===== src/rtl/alu_arbiter.sv =====
// Round-robin arbiter that shares one combinational ALU between two requesters.
// Operands are registered toward the ALU; the result is captured and returned with a valid/ready handshake.
module alu_arbiter #(
    parameter int WIDTH = 32,
    parameter int SEL_W = 10
) (
    input  logic             clk,
    input  logic             rst,
    input  logic             r0_valid,
    output logic             r0_ready,
    input  logic [WIDTH-1:0] r0_a,
    input  logic [WIDTH-1:0] r0_b,
    input  logic [SEL_W-1:0] r0_func,
    output logic             r0_rsp_valid,
    input  logic             r0_rsp_ready,
    output logic [WIDTH-1:0] r0_result,
    output logic             r0_zero,
    input  logic             r1_valid,
    output logic             r1_ready,
    input  logic [WIDTH-1:0] r1_a,
    input  logic [WIDTH-1:0] r1_b,
    input  logic [SEL_W-1:0] r1_func,
    output logic             r1_rsp_valid,
    input  logic             r1_rsp_ready,
    output logic [WIDTH-1:0] r1_result,
    output logic             r1_zero,
    output logic [WIDTH-1:0] alu_in0,
    output logic [WIDTH-1:0] alu_in1,
    output logic [SEL_W-1:0] alu_sel,
    input  logic [WIDTH-1:0] alu_out,
    input  logic             alu_zero
);

    typedef enum logic [1:0] {
        S_IDLE = 2'd0,
        S_EXEC = 2'd1,
        S_RESP = 2'd2
    } state_t;

    state_t           r_state;
    state_t           w_state_next;
    logic             r_ptr;
    logic             r_owner;
    logic [WIDTH-1:0] r_in0;
    logic [WIDTH-1:0] r_in1;
    logic [SEL_W-1:0] r_sel;

    logic [1:0]       w_valid;
    logic [1:0]       w_rsp_ready;
    logic [1:0]       w_ready;
    logic [1:0]       w_rsp_valid;
    logic             w_grant;
    logic             w_accept;
    logic [WIDTH-1:0] w_a    [2];
    logic [WIDTH-1:0] w_b    [2];
    logic [SEL_W-1:0] w_func [2];
    logic [WIDTH-1:0] r_result [2];
    logic             r_zero   [2];

    assign w_valid     = {r1_valid, r0_valid};
    assign w_rsp_ready = {r1_rsp_ready, r0_rsp_ready};
    assign w_a[0]      = r0_a;
    assign w_a[1]      = r1_a;
    assign w_b[0]      = r0_b;
    assign w_b[1]      = r1_b;
    assign w_func[0]   = r0_func;
    assign w_func[1]   = r1_func;

    // A lone valid requester wins outright; the pointer only breaks ties.
    always_comb begin
        w_grant = r_ptr;
        if (!r0_valid) begin
            w_grant = 1'b1;
        end else if (!r1_valid) begin
            w_grant = 1'b0;
        end
    end

    always_comb begin
        w_state_next = r_state;
        w_ready      = 2'b00;
        case (r_state)
            S_IDLE: begin
                if (!rst && (|w_valid)) begin
                    w_ready[w_grant] = 1'b1;
                    w_state_next     = S_EXEC;
                end
            end
            S_EXEC: begin
                w_state_next = S_RESP;
            end
            S_RESP: begin
                if (w_rsp_ready[r_owner]) begin
                    w_state_next = S_IDLE;
                end
            end
            default: begin
                w_state_next = S_IDLE;
            end
        endcase
    end

    assign w_accept = |w_ready;

    always_ff @(posedge clk) begin
        if (rst) begin
            r_state <= S_IDLE;
            r_ptr   <= 1'b0;
            r_owner <= 1'b0;
            r_in0   <= '0;
            r_in1   <= '0;
            r_sel   <= '0;
        end else begin
            r_state <= w_state_next;
            if (w_accept) begin
                r_in0   <= w_a[w_grant];
                r_in1   <= w_b[w_grant];
                r_sel   <= w_func[w_grant];
                r_owner <= w_grant;
                r_ptr   <= ~w_grant;
            end
        end
    end

    genvar gi;
    generate
        for (gi = 0; gi < 2; gi++) begin : g_req
            // Result registers keep their last capture; rsp_valid alone qualifies them.
            always_ff @(posedge clk) begin
                if (rst) begin
                    r_result[gi] <= '0;
                    r_zero[gi]   <= 1'b0;
                end else if (r_state == S_EXEC && r_owner == 1'(gi)) begin
                    r_result[gi] <= alu_out;
                    r_zero[gi]   <= alu_zero;
                end
            end
            assign w_rsp_valid[gi] = (r_state == S_RESP) && (r_owner == 1'(gi));
        end
    endgenerate

    assign r0_ready     = w_ready[0];
    assign r1_ready     = w_ready[1];
    assign r0_rsp_valid = w_rsp_valid[0];
    assign r1_rsp_valid = w_rsp_valid[1];
    assign r0_result    = r_result[0];
    assign r1_result    = r_result[1];
    assign r0_zero      = r_zero[0];
    assign r1_zero      = r_zero[1];
    assign alu_in0      = r_in0;
    assign alu_in1      = r_in1;
    assign alu_sel      = r_sel;

endmodule


===== config.mk =====
export PLATFORM = sky130hd
export DESIGN_NAME = alu_arbiter
export DESIGN_NICKNAME = d
export VERILOG_FILES = /design/src/rtl/alu_arbiter.sv
export SDC_FILE = /design/constraint.sdc
export NUM_CORES = 1
export LEC_CHECK = 0
export BUFFER_PORTS_ARGS = -buffer_cell sky130_fd_sc_hd__buf_2
export CORE_AREA = 2 2 128 130
export DETAILED_ROUTE_END_ITERATION = 7
export DIE_AREA = 0 0 130 132
export GPL_TIMING_DRIVEN = 0
export PLACE_DENSITY = 0.72
export SYNTH_ARGS = -nofsm -noshare
export SYNTH_HDL_FRONTEND = slang
export SYNTH_SLANG_ARGS = --single-unit
export TNS_END_PERCENT = 30

===== constraint.sdc =====
create_clock -name clk -period 3.5 [get_ports clk]
set_input_delay 0.175 -clock clk [delete_from_list [all_inputs] [get_ports clk]]
set_output_delay 0.175 -clock clk [all_outputs]
set_load 0.005 [all_outputs]

# After elaboration in Yosys (flattened, before gate mapping)
# Memories as Yosys holds them, arrays and structs flattened.
# Index checks and enable logic that the tools add are counted.
word_totals:
  ff_bits: 78
  latch_bits: 0
  mem_bits_rw: 66
  rom_bits: 0
  inputBits: 187
  output_inout_bits: 144
  elab_cells: 66
  mem_count: 2
memory_table:
  columns: ["name", "depth", "width", "rd", "rd_clocked_by_memory_dff", "wr", "line_no", "text"]
  rows:
  - ["r_result", 2, 32, 2, 0, 2, "57", "logic [WIDTH-1:0] r_result [2];"]
  - ["r_zero", 2, 1, 2, 0, 2, "58", "logic r_zero [2];"]
classes:
  n_addsub: 0
  mul: 0
  div_mod_pow: 0
  n_lt_le_gt_ge: 4
  eq_ne: 4
  n_shift: 0
  muxes: 32
  n_bitwise: 7
  n_reduce_logical: 11
op_table:
  columns: ["cell", "count"]
  rows:
  - ["$mux W32", 8]
  - ["$mux W10", 3]
  - ["$mux W1", 15]
  - ["$mux W2", 4]
  - ["$logic_and A1 B1 Y1", 6]
  - ["$pmux W2 S3", 1]
  - ["$lt A1 B2 Y1 const B", 2]
  - ["$ne A2 B2 Y1 const B", 2]
  - ["$or A1 B1 Y1", 4]
  - ["$reduce_or A2 Y1", 2]
  - ["$eq A2 B1 Y1 const B", 1]
  - ["$eq A2 B2 Y1 const B", 1]
  - ["$ge A2 B2 Y1 const B", 1]
  - ["$logic_not A2 Y1", 1]
  - ["$not A1 Y1", 2]
  - ["$not A1 Y2", 1]
  - ["$reduce_and A2 Y1", 1]
  - ["$demux W1 S1", 1]
  - ["$ge A1 B1 Y1 const B", 1]
  - ["$logic_not A1 Y1", 1]

# Longest topological paths before layout
# Gate-level depths: netlist of the first run.
depth:
  ltp_word: 9
  mapped_depth: 6

# Worst setup path before layout of the first run
# No wires, ideal clock.
synth_timing:
  kind: "reg2reg"
  startpoint: "register r_state[0]"
  endpoint: "memory r_result[0][0], enable pin"
  setup_ps: 430
  arrival_time_ps: 2144
  t_required_ps: 3070
  setup_slack_ps: 926
  stages_incl_launch_ff: 3
  cell_sequence: "dfxtp_1 -> nand2b_1 -> o21bai_1"
synth_rtl:
  columns: ["element", "line_no", "text"]
  rows:
  - ["start: declaration", "40", "state_t r_state;"]
  - ["start signal: assignment", "114", "r_state <= w_state_next;"]
  - ["end: declaration", "57", null]

# Worst setup path after layout of the first run
layout_timing:
  startpoint: "register r_state[0]"
  endpoint: "output r1_ready"
layout_via:
  elab_chain_cells: 2
layout_rtl:
  columns: ["element", "line_no", "text"]
  rows:
  - ["$logic_not A2 Y1", "82", "case (r_state)"]
  - ["$mux W2", "82", null]
  - ["end: declaration", "19", "output logic r1_ready,"]
# Every way passes these cells.

==> metrics.csv, run 1 <==
metric;value;unit
status;complete, no violations;
grt_pass1_vias;5725;
vias;5934;
ys_seq_area_share;57.1;%
yosysTopAreaCell;edfxtp_1;
relSlewSlack;34.5;%
top_usage_layer;met2;
dp_slack;0.790;ns
drv_slew;0;
synth_top_area_share;31.9;%
globalplace.congestion;0.874;
fin_crit_sh;65.7;%
cp-start-kind;register;
cp_max_fo;10;
finalWorstSetupSlack;1.20;ns
setup_viol;0;
area_growth;41.3;%
crit_type;register to output port;
die_x;130;um
fin_crit;2.30;ns
groute.layer.met2.usage;38.3;%
cts.sinks;144;
worstSetupEndpointType;output port;
routed_via_density;5.08;
htreeDepth;4;
fin_util;55.8;%
antenna_left;0;
fin_worst_skew;0.0123;ns
antenna_found_initial;5;
post_cts_buffers;0;
dp.final_hpwl;15.0;mm
hold_viol;0;
tightestPinTransition;0.980;ns
rrSetupSlack;1.65;ns
grt_max_degree;34;
cts_tree;done;
cts_buffers;17;
die_h;132;um
power.total;0.00460;W
grtUsageMet3;7.26;%
io_pins;331;
synth_fp_nets;772;
synthTopCellsByArea;edfxtp_1, dfxtp_1, a311oi_2;
wl;19.9;mm
grt_util_all_layers;22.6;%
tns;0;ns
insertion_delay;0.42;ns
grt_pass1_wl;29.8;mm
critPathArrivalTime;2.12;ns
synth.avg_cell_area;10.6;um^2
clk_pin_slew;0.06;ns
hold_path.class;input port to register;
cts_root_buf;clkbuf_16;
dr.pass1.iters;4;
grt_setup_unrepaired;no;
synth_seq_cells;144;
yosysWarningCount;0;
initialDrtViolationCount;230;
port_buffers;330;
maxCapViolCount;0;
cp.required;3.32;ns
rows;46;
vdd_ir_drop_max;0.309;mV
globalRouteMet1Util;26.4;%
holdWs;0.0199;ns
die_area;17200;um^2
drive_gt1_share;45.5;%
core;15700;um^2
start_util;39.5;%
routedWlPerCell;17.0;um
post_synth_num_cell_types;28;
nNetsFinal;1122;
syn-cell-area;6210;um^2
grt-ovfl-total;0;
powerDensity;525;nW/um^2
p_leak;3.96;nW
clockBufferDepth;2;
syn_inst;585;
drc;0;
timing.fmax;0.435;GHz
cell usage after synthesis, drive strengths merged:
cell type / count
nor2: 1
a21oi: 77
a21boi: 1
or3: 1
a31o: 1
clkbuf: 33
inv: 1
nor4: 1
a311oi: 75
nor3: 2
a21bo: 1
o21bai: 1
o21a: 1
buf: 24
and2: 67
nand2: 148
o21ba: 1
nor3b: 2
edfxtp: 66
dfxtp: 78
nand2b: 1
mux2: 1
and3: 1
timing repair:
item,4_1_cts,5_1_grt
endpoints found under the hold margin,1,0
resized for setup,0,0
hold buffers,1,0
endpoints found under the setup margin,0,0
layout make-up:
cell class,instances,area [um^2]
inverter,1,3.75
timing repair buffer,331,1660
tap,216,270
clock buffer,17,425
buffer,57,267
sequential,144,3540
antenna,4,10.0
clock inverter,15,185
multi-input combinational,383,2410
fill,1432,6940
cell usage in the layout, fill, tap and decap left out, types with 2 or more instances in the layout:
master and instances:
a311oi_1 35, buf_6 2, clkbuf_16 17, buf_2 348, bufinv_16 3, diode_2 4, inv_6 2, clkinv_4 5
clkbuf_1 33, a311oi_2 40, clkinv_1 2, a21oi_1 77, dfxtp_1 78, edfxtp_1 66, nand2_1 148, and2_1 67
buf_4 4, clkinvlp_4 2
per-stage QoR:
step | instance area (um^2) | instances
floorplan | 6210 | 585
global placement | 8130 | 1131
detailed placement | 8140 | 1131
CTS | 8760 | 1164
global route | 8770 | 1166
finish | 8770 | 1168
worst max-delay path, stage by stage (launching register included):
cell	delay, ns
dfxtp_1	0.37
nor2_2	0.37
buf_2	0.35
buf_2	0.30
and3_1	0.19
buf_2	0.12
where the power goes:
group	internal [W]	switching (W)
sequential	0.00191	0.0000648
clock	0.00113	0.000738
combinational	0.000331	0.000431
path summary, 6_finish.rpt:
| kind | start | endpoint | depth (start not counted) |
|---|---|---|---|
| setup / recovery | r_state[0]$_SDFFE_PP0P_ | r1_ready | 5 |
| setup reg to reg | r_state[0]$_SDFFE_PP0P_ | alu_in1[22]$_SDFFE_PP0P_ | 5 |
| hold reg to reg | alu_in1[20]$_SDFFE_PP0P_ | alu_in1[20]$_SDFFE_PP0P_ | 2 |
| hold / removal | r1_a[31] | alu_in0[31]$_SDFFE_PP0P_ | 3 |
cell families after synthesis:
| logic type | after synthesis | synth area share, % |
|---|---|---|
| simple gates | 224 | 16.8 |
| compound gates | 158 | 21.6 |
| mux | 1 | 0.181 |
| flops | 144 | 57.1 |
| buf+inv | 58 | 4.35 |
registers in the layout, indices dropped and copies added (netlist names):
signal	count
r_owner	1
r_ptr	1
alu_sel	10
r_state	2
alu_in1	32
r_zero	2
alu_in0	32
r_result	64
metal layers:
| layer | part of all wire, % | routed length (um) |
|---|---|---|
| met3 | 8.2 | 1630 |
| met2 | 50 | 9860 |
| met5 | 0.14 | 27 |
| met4 | 2.5 | 489 |
| met1 | 40 | 7860 |
Note: power is estimated with default switching activity, not from simulation.
==> run 2, diff against run 1 <==
==> constraint.sdc (replaced) <==
create_clock -name clk -period 2.25 [get_ports clk]
set_input_delay 0.1125 -clock clk [delete_from_list [all_inputs] [get_ports clk]]
set_output_delay 0.1125 -clock clk [all_outputs]
set_load 0.005 [all_outputs]
==> run 2 against run 1 <==
  * Core utilization grew 11 points
  * Wire length grew 20%
  * Clock skew shrank 0.00064 ns
  * Non-clock buffer count grew 169
  * Cell area grew 20%
  * Critical path depth is the same
  * Count of clock-buffer cells in the layout grew 1
  * Final cell count grew 14%
  * First-iteration DRC count grew 77%
  * Register-to-register slack lost 1.6 ns
  * Sequential share of layout area shrank 6.8 points
  * Critical path type is now register to register
  * Critical endpoint is now alu_in1[5]$_SDFFE_PP0P_
==> metrics.csv, run 2 (synthesis gave the netlist of run 1 again) <==
metric;value;unit;change
status;complete, no violations;;
vias;6902;;+16%
crit_type;register to register;;
drv_slew;0;;unchanged
die_x;130;um;unchanged
globalplace.congestion;0.850;;-2.7%
worstSetupEndpointType;register;;
htreeDepth;4;;unchanged
cts.sinks;144;;unchanged
p_leak;4.84;nW;+22%
layout_commonest_cell;buf_2;;
fin_crit;2.21;ns;
cts_tree;done;;
clockBufferDepth;2;;unchanged
hold_path.class;input port to register;;
largest_reg_flops;64;;unchanged
drc;0;;unchanged
antenna_found_initial;0;;-5
fin_crit_sh;98.3;%;
io_pins;331;;unchanged
relSlewSlack;41.9;%;+7.4 points
seq_area;3540;um^2;unchanged
finalInstanceArea;10600;um^2;+20%
port_buffers;330;;unchanged
place_area;8160;um^2;+0.25%
tightestPinTransition;0.872;ns;-0.109 ns
layout_common_cells;buf_2, dlygate4sd3_1, nand2_1, dfxtp_1, a21oi_1;;
core;15700;um^2;unchanged
vdd_ir_drop_max;0.476;mV;+54%
grt_setup_unrepaired;yes;;
grt_pass1_vias;7116;;+24%
cts_buffers;17;;unchanged
top_register;r_result;;
post_cts_buffers;0;;unchanged
hold_viol;0;;unchanged
wl;23.9;mm;+20%
hold_depth;3;;unchanged
cp-start-kind;register;;
timing.fmax;0.452;GHz;
die_area;17200;um^2;unchanged
routedWlPerCell;17.9;um;+5.2%
maxCapViolCount;0;;unchanged
cp_max_fo;10;;unchanged
drive_gt1_share;39.6;%;-5.9 points
initialDrtViolationCount;407;;+77%
start_util;39.5;%;unchanged
fin_worst_skew;0.0116;ns;-0.000642 ns
setup_viol;0;;unchanged
antenna_cells;0;;-4
routed_via_density;5.18;;+1.9%
rows;46;;unchanged
cp.required;2.61;ns;-0.71 ns
critPathArrivalTime;2.57;ns;+0.45 ns
nNetsFinal;1291;;+15%
power.total;0.00780;W;+69%
grt-ovfl-total;0;;unchanged
multi_input_area;2420;um^2;+0.36%
rr_worst_depth;5;;unchanged
nFillCells;1136;;-21%
cts_root_buf;clkbuf_16;;
dr.pass1.iters;5;;+1
grt_util_all_layers;27.2;%;+4.6 points
grt_pass1_wl;36.4;mm;+22%
dp.final_hpwl;14.8;mm;-1.4%
clk_pin_slew;0.06;ns;about the same
insertion_delay;0.42;ns;about the same
grt_max_degree;34;;unchanged
area_growth;70.0;%;
powerDensity;739;nW/um^2;+41%
antenna_left;0;;unchanged
die_h;132;um;unchanged
==> run 2: changes by cell type in the layout (fill, tap and decap cells not counted), sizes merged <==
cell         change
dlygate4sd3    +169
diode            -4
clkinv           -3
bufinv           +2
buf              +1
clkinvlp         -1
inv              +1
==> run 2: final timing paths <==
kind | from | endpoint | slack (ns)
worst max-delay path | r_state[0]$_SDFFE_PP0P_ | alu_in1[5]$_SDFFE_PP0P_ | 0.04
worst min register to register | alu_in1[23]$_SDFFE_PP0P_ | alu_in1[23]$_SDFFE_PP0P_ | 0.52
worst max register to register | r_state[0]$_SDFFE_PP0P_ | alu_in1[5]$_SDFFE_PP0P_ | 0.04
worst min-delay path | r1_b[17] | alu_in1[17]$_SDFFE_PP0P_ | 0.007
==> run 2: power breakdown <==
group / leakage, nW / internal (W) / switching [W] / total (W)
clock: 0.319 / 0.00200 / 0.00117 / 0.00317
combinational: 3.19 / 0.000779 / 0.000780 / 0.00156
sequential: 1.33 / 0.00297 / 0.000106 / 0.00307
total: 4.84 / 0.00574 / 0.00206 / 0.00780
==> run 2: metal layers <==
layer | GRT usage (%) | share of wire, % | up-vias
li1 | - | - | 3161
met4 | 12.4 | 4.4 | 0
met3 | 7.67 | 8.8 | 95
met1 | 30.2 | 37 | 3231
met5 | 0 | 0 | -
met2 | 47.6 | 50 | 415
==> run 2: area by class of cell <==
cell class | instances | area share, %
tap | 216 | 2.56
clock inverter | 14 | 2.18
inverter | 1 | 0.0356
timing repair buffer | 501 | 32.0
buffer | 56 | 2.76
multi-input combinational | 383 | 22.9
clock buffer | 18 | 4.06
sequential | 144 | 33.6
==> run 2: repair_timing <==
item / in CTS / in global routing
gates resized for setup: 1 / 26
endpoints found under the hold margin: 129 / 0
endpoints found under the setup margin: 1 / 45
hold buffers: 170 / 0
cloned: 0 / 0
pin swaps: 0 / 1
==> run 2: worst max-delay path, cell delays in order (launching register included) <==
cell and delay, ns:
dfxtp_1 0.38, nor2_4 0.26, clkbuf_1 0.45, a21oi_1 0.19
a311oi_2 0.29, dlygate4sd3_1 0.58
==> run 2: per-stage QoR <==
stage	hold WS, ns	TNS [ns]	cells	utilization (%)	setup WS (ns)
2_1_floorplan	0.229	0	585	-	0.371
3_3_place_gp	0.368	-16.92	1131	51.8	-0.285
3_5_place_dp	0.373	-7.83	1132	52.0	-0.240
4_1_cts	0.000735	0	1334	67.0	0.0554
5_1_grt	0.00414	-0.176	1333	67.2	-0.0399
6_report	0.00662	0	1333	67.2	0.0387
==> run 3, diff against run 2 <==
--- a/config.mk
+++ b/config.mk
@@ -6,11 +6,11 @@
 export NUM_CORES = 1
 export LEC_CHECK = 0
 export BUFFER_PORTS_ARGS = -buffer_cell sky130_fd_sc_hd__buf_2
-export CORE_AREA = 2 2 128 130
+export CORE_AREA = 2 2 155 96
 export DETAILED_ROUTE_END_ITERATION = 7
-export DIE_AREA = 0 0 130 132
+export DIE_AREA = 0 0 157 98
 export GPL_TIMING_DRIVEN = 0
-export PLACE_DENSITY = 0.72
+export PLACE_DENSITY = 0.8
 export SYNTH_ARGS = -nofsm -noshare
 export SYNTH_HDL_FRONTEND = slang
 export SYNTH_SLANG_ARGS = --single-unit
==> constraint.sdc (replaced) <==
create_clock -name clk -period 2.25 [get_ports clk]
set_input_delay 0.1125 -clock clk [delete_from_list [all_inputs] [get_ports clk]]
set_output_delay 0.1125 -clock clk [all_outputs]
set_load 0.05 [all_outputs]
==> run 3 against run 2 <==
  * Global-route usage rose by 0.54 points
  * Count of clock-buffer cells in the layout down 1
  * Cell area fell by 4.5%
  * Die area decreased by 10%
  * Clock power decreased by 13%
  * Wire length shrank 7.9%
  * Critical path depth increased by 3
==> metrics.csv, run 3 (synthesis gave the netlist of run 1 again) <==
metric;value;unit;change
status;complete, no violations;;
grt_pass1_wl;33.5;mm;-8.0%
place_area;8120;um^2;-0.52%
grtUsageMet3;6.66;%;-1.0 points
nNetsFinal;1256;;-2.7%
nFillCells;967;;-15%
antenna_cells;0;;unchanged
top_register;r_result;;
drc;0;;unchanged
grt-ovfl-total;0;;unchanged
finalInstanceArea;10100;um^2;-4.5%
grt_pass1_vias;6641;;-6.7%
fin_crit;2.24;ns;+0.0313 ns
vdd_ir_drop_max;0.451;mV;-5.1%
cp-start-kind;input port;;
hold_path.class;input port to register;;
fin_crit_sh;99.7;%;+1.4 points
worstSetupEndpointType;register;;
tightestPinTransition;0.962;ns;+0.0905 ns
dp.final_hpwl;13.9;mm;-6.0%
fin_worst_skew;0.0110;ns;-0.000567 ns
vias;6549;;-5.1%
fin_util;71.6;%;+4.4 points
cts_root_buf;clkbuf_16;;
power.total;0.00805;W;+3.2%
seqPwrFrac;38.2;%;-1.2 points
crit_type;input port to register;;
htreeDepth;4;;unchanged
sw_frac_of_total;33.7;%;+7.3 points
cts.sinks;144;;unchanged
rrSetupSlack;0.08;ns;+0.04 ns
p_leak;4.60;nW;-4.9%
routedWlPerCell;17.2;um;-4.1%
relSlewSlack;35.7;%;-6.2 points
core;14100;um^2;-10%
globalRouteMet1Util;32.6;%;+2.4 points
maxCapViolCount;0;;unchanged
groute.layer.met2.usage;48.8;%;+1.2 points
power_frac_comb;27.3;%;+7.3 points
globalplace.congestion;0.877;;+3.2%
die_x;157;um;+21%
cp_max_fo;10;;unchanged
p_sw;0.00271;W;+32%
wl;22.0;mm;-7.9%
largest_reg_flops;64;;unchanged
io_pins;331;;unchanged
grt_util_all_layers;27.7;%;+0.54 points
rows;34;;-26%
dr.pass1.iters;4;;-1
holdPathEnd;alu_in0[24]$_SDFFE_PP0P_;;
timing.rr.start;r_state[0]$_SDFFE_PP0P_;;
drive_gt1_share;40.4;%;+0.86 points
grt_max_degree;34;;unchanged
timing.fmax;0.446;GHz;-1.4%
layout_common_cells;buf_2, nand2_1, dlygate4sd3_1, dfxtp_1, a21oi_1;;
cts_buffers;17;;unchanged
critPathArrivalTime;2.58;ns;about the same
p_int;0.00534;W;-7.1%
antenna_found_initial;0;;unchanged
hold_viol;0;;unchanged
cts_tree;done;;
clockBufferDepth;2;;unchanged
top_usage_layer;met2;;
initialDrtViolationCount;343;;-16%
antenna_left;0;;unchanged
cp.required;2.59;ns;-0.02 ns
r2r_end;alu_sel[3]$_SDFFE_PP0P_;;
hold_depth;3;;unchanged
p_clk_share;34.4;%;-6.2 points
rr_worst_depth;5;;unchanged
die_h;98;um;-26%
grt_setup_unrepaired;yes;;
die_area;15400;um^2;-10%
setup_viol;0;;unchanged
hold_path_startpoint;r1_a[24];;
start_util;44.1;%;+4.6 points
drv_slew;0;;unchanged
insertion_delay;0.41;ns;about the same
port_buffers;330;;unchanged
clk_pin_slew;0.06;ns;about the same
powerDensity;798;nW/um^2;+8.1%
area_growth;62.3;%;
routed_via_density;5.12;;-1.1%
layout_commonest_cell;buf_2;;
==> run 3: how the worst max path moves through the flow <==
stage	from	end	cells past startpoint
floorplan	r_ptr$_SDFFE_PP0P_	r0_ready	4
global placement	rst	r_result[1][15]$_SDFFCE_PN0P_	4
detailed placement	rst	r_result[1][15]$_SDFFCE_PN0P_	4
CTS	r_state[0]$_SDFFE_PP0P_	alu_in1[19]$_SDFFE_PP0P_	6
global route	r1_valid	alu_in0[12]$_SDFFE_PP0P_	8
finish	r1_valid	alu_in0[8]$_SDFFE_PP0P_	8
==> run 3: critical path, stage by stage <==
cell and delay [ns]:
dlygate4sd3_1 0.54, buf_2 0.14, a21boi_1 0.26, buf_4 0.25
buf_2 0.24, nand2_1 0.09, a311oi_1 0.32, dlygate4sd3_1 0.62
==> run 3: final cells by class <==
type,count,area [um^2],share of cell area (%)
plain buffers,56,280,2.78
multi-input cells,383,2410,23.9
well taps,198,248,2.46
clock inverters,14,154,1.53
inverters,1,3.75,0.0372
flip-flops and latches,144,3540,35.2
repair buffers,466,3010,29.9
clock buffers,17,425,4.22
==> run 3: power groups by stage <==
stage          clock network (W)  logic [W]  registers, W
2_1_floorplan                  0   0.000609       0.00387
5_1_grt                  0.00292    0.00232       0.00309
4_1_cts                  0.00278    0.00214       0.00307
6_report                 0.00277    0.00220       0.00308
3_3_place_gp                   0    0.00190       0.00312
3_5_place_dp                   0    0.00192       0.00312
==> run 3: routing by layer <==
layer / part of all wire, % / wire [um] / vias to the layer above
met2: 50 / 11100 / 325
met1: 39 / 8580 / 3087
met3: 7.3 / 1600 / 67
met4: 3.3 / 715 / 0
met5: 0 / 0 / -
li1: - / - / 3070
==> run 3: timing repair <==
action,CTS,global route
resized for setup,1,16
setup buffers,0,0
endpoints found under the setup margin,1,28
endpoints found under the hold margin,100,6
hold buffers,130,6
==> run 3: metrics by stage <==
step           TNS, ns  setup WS [ns]  std cells  hold WS (ns)
2_1_floorplan   -0.181         -0.181        585         0.229
3_3_place_gp    -10.69         -0.249       1113         0.367
3_5_place_dp     -8.68         -0.266       1113         0.371
4_1_cts              0         0.0464       1274     0.0000661
5_1_grt         -0.320        -0.0697       1279       0.00110
6_report             0        0.00732       1279       0.00882
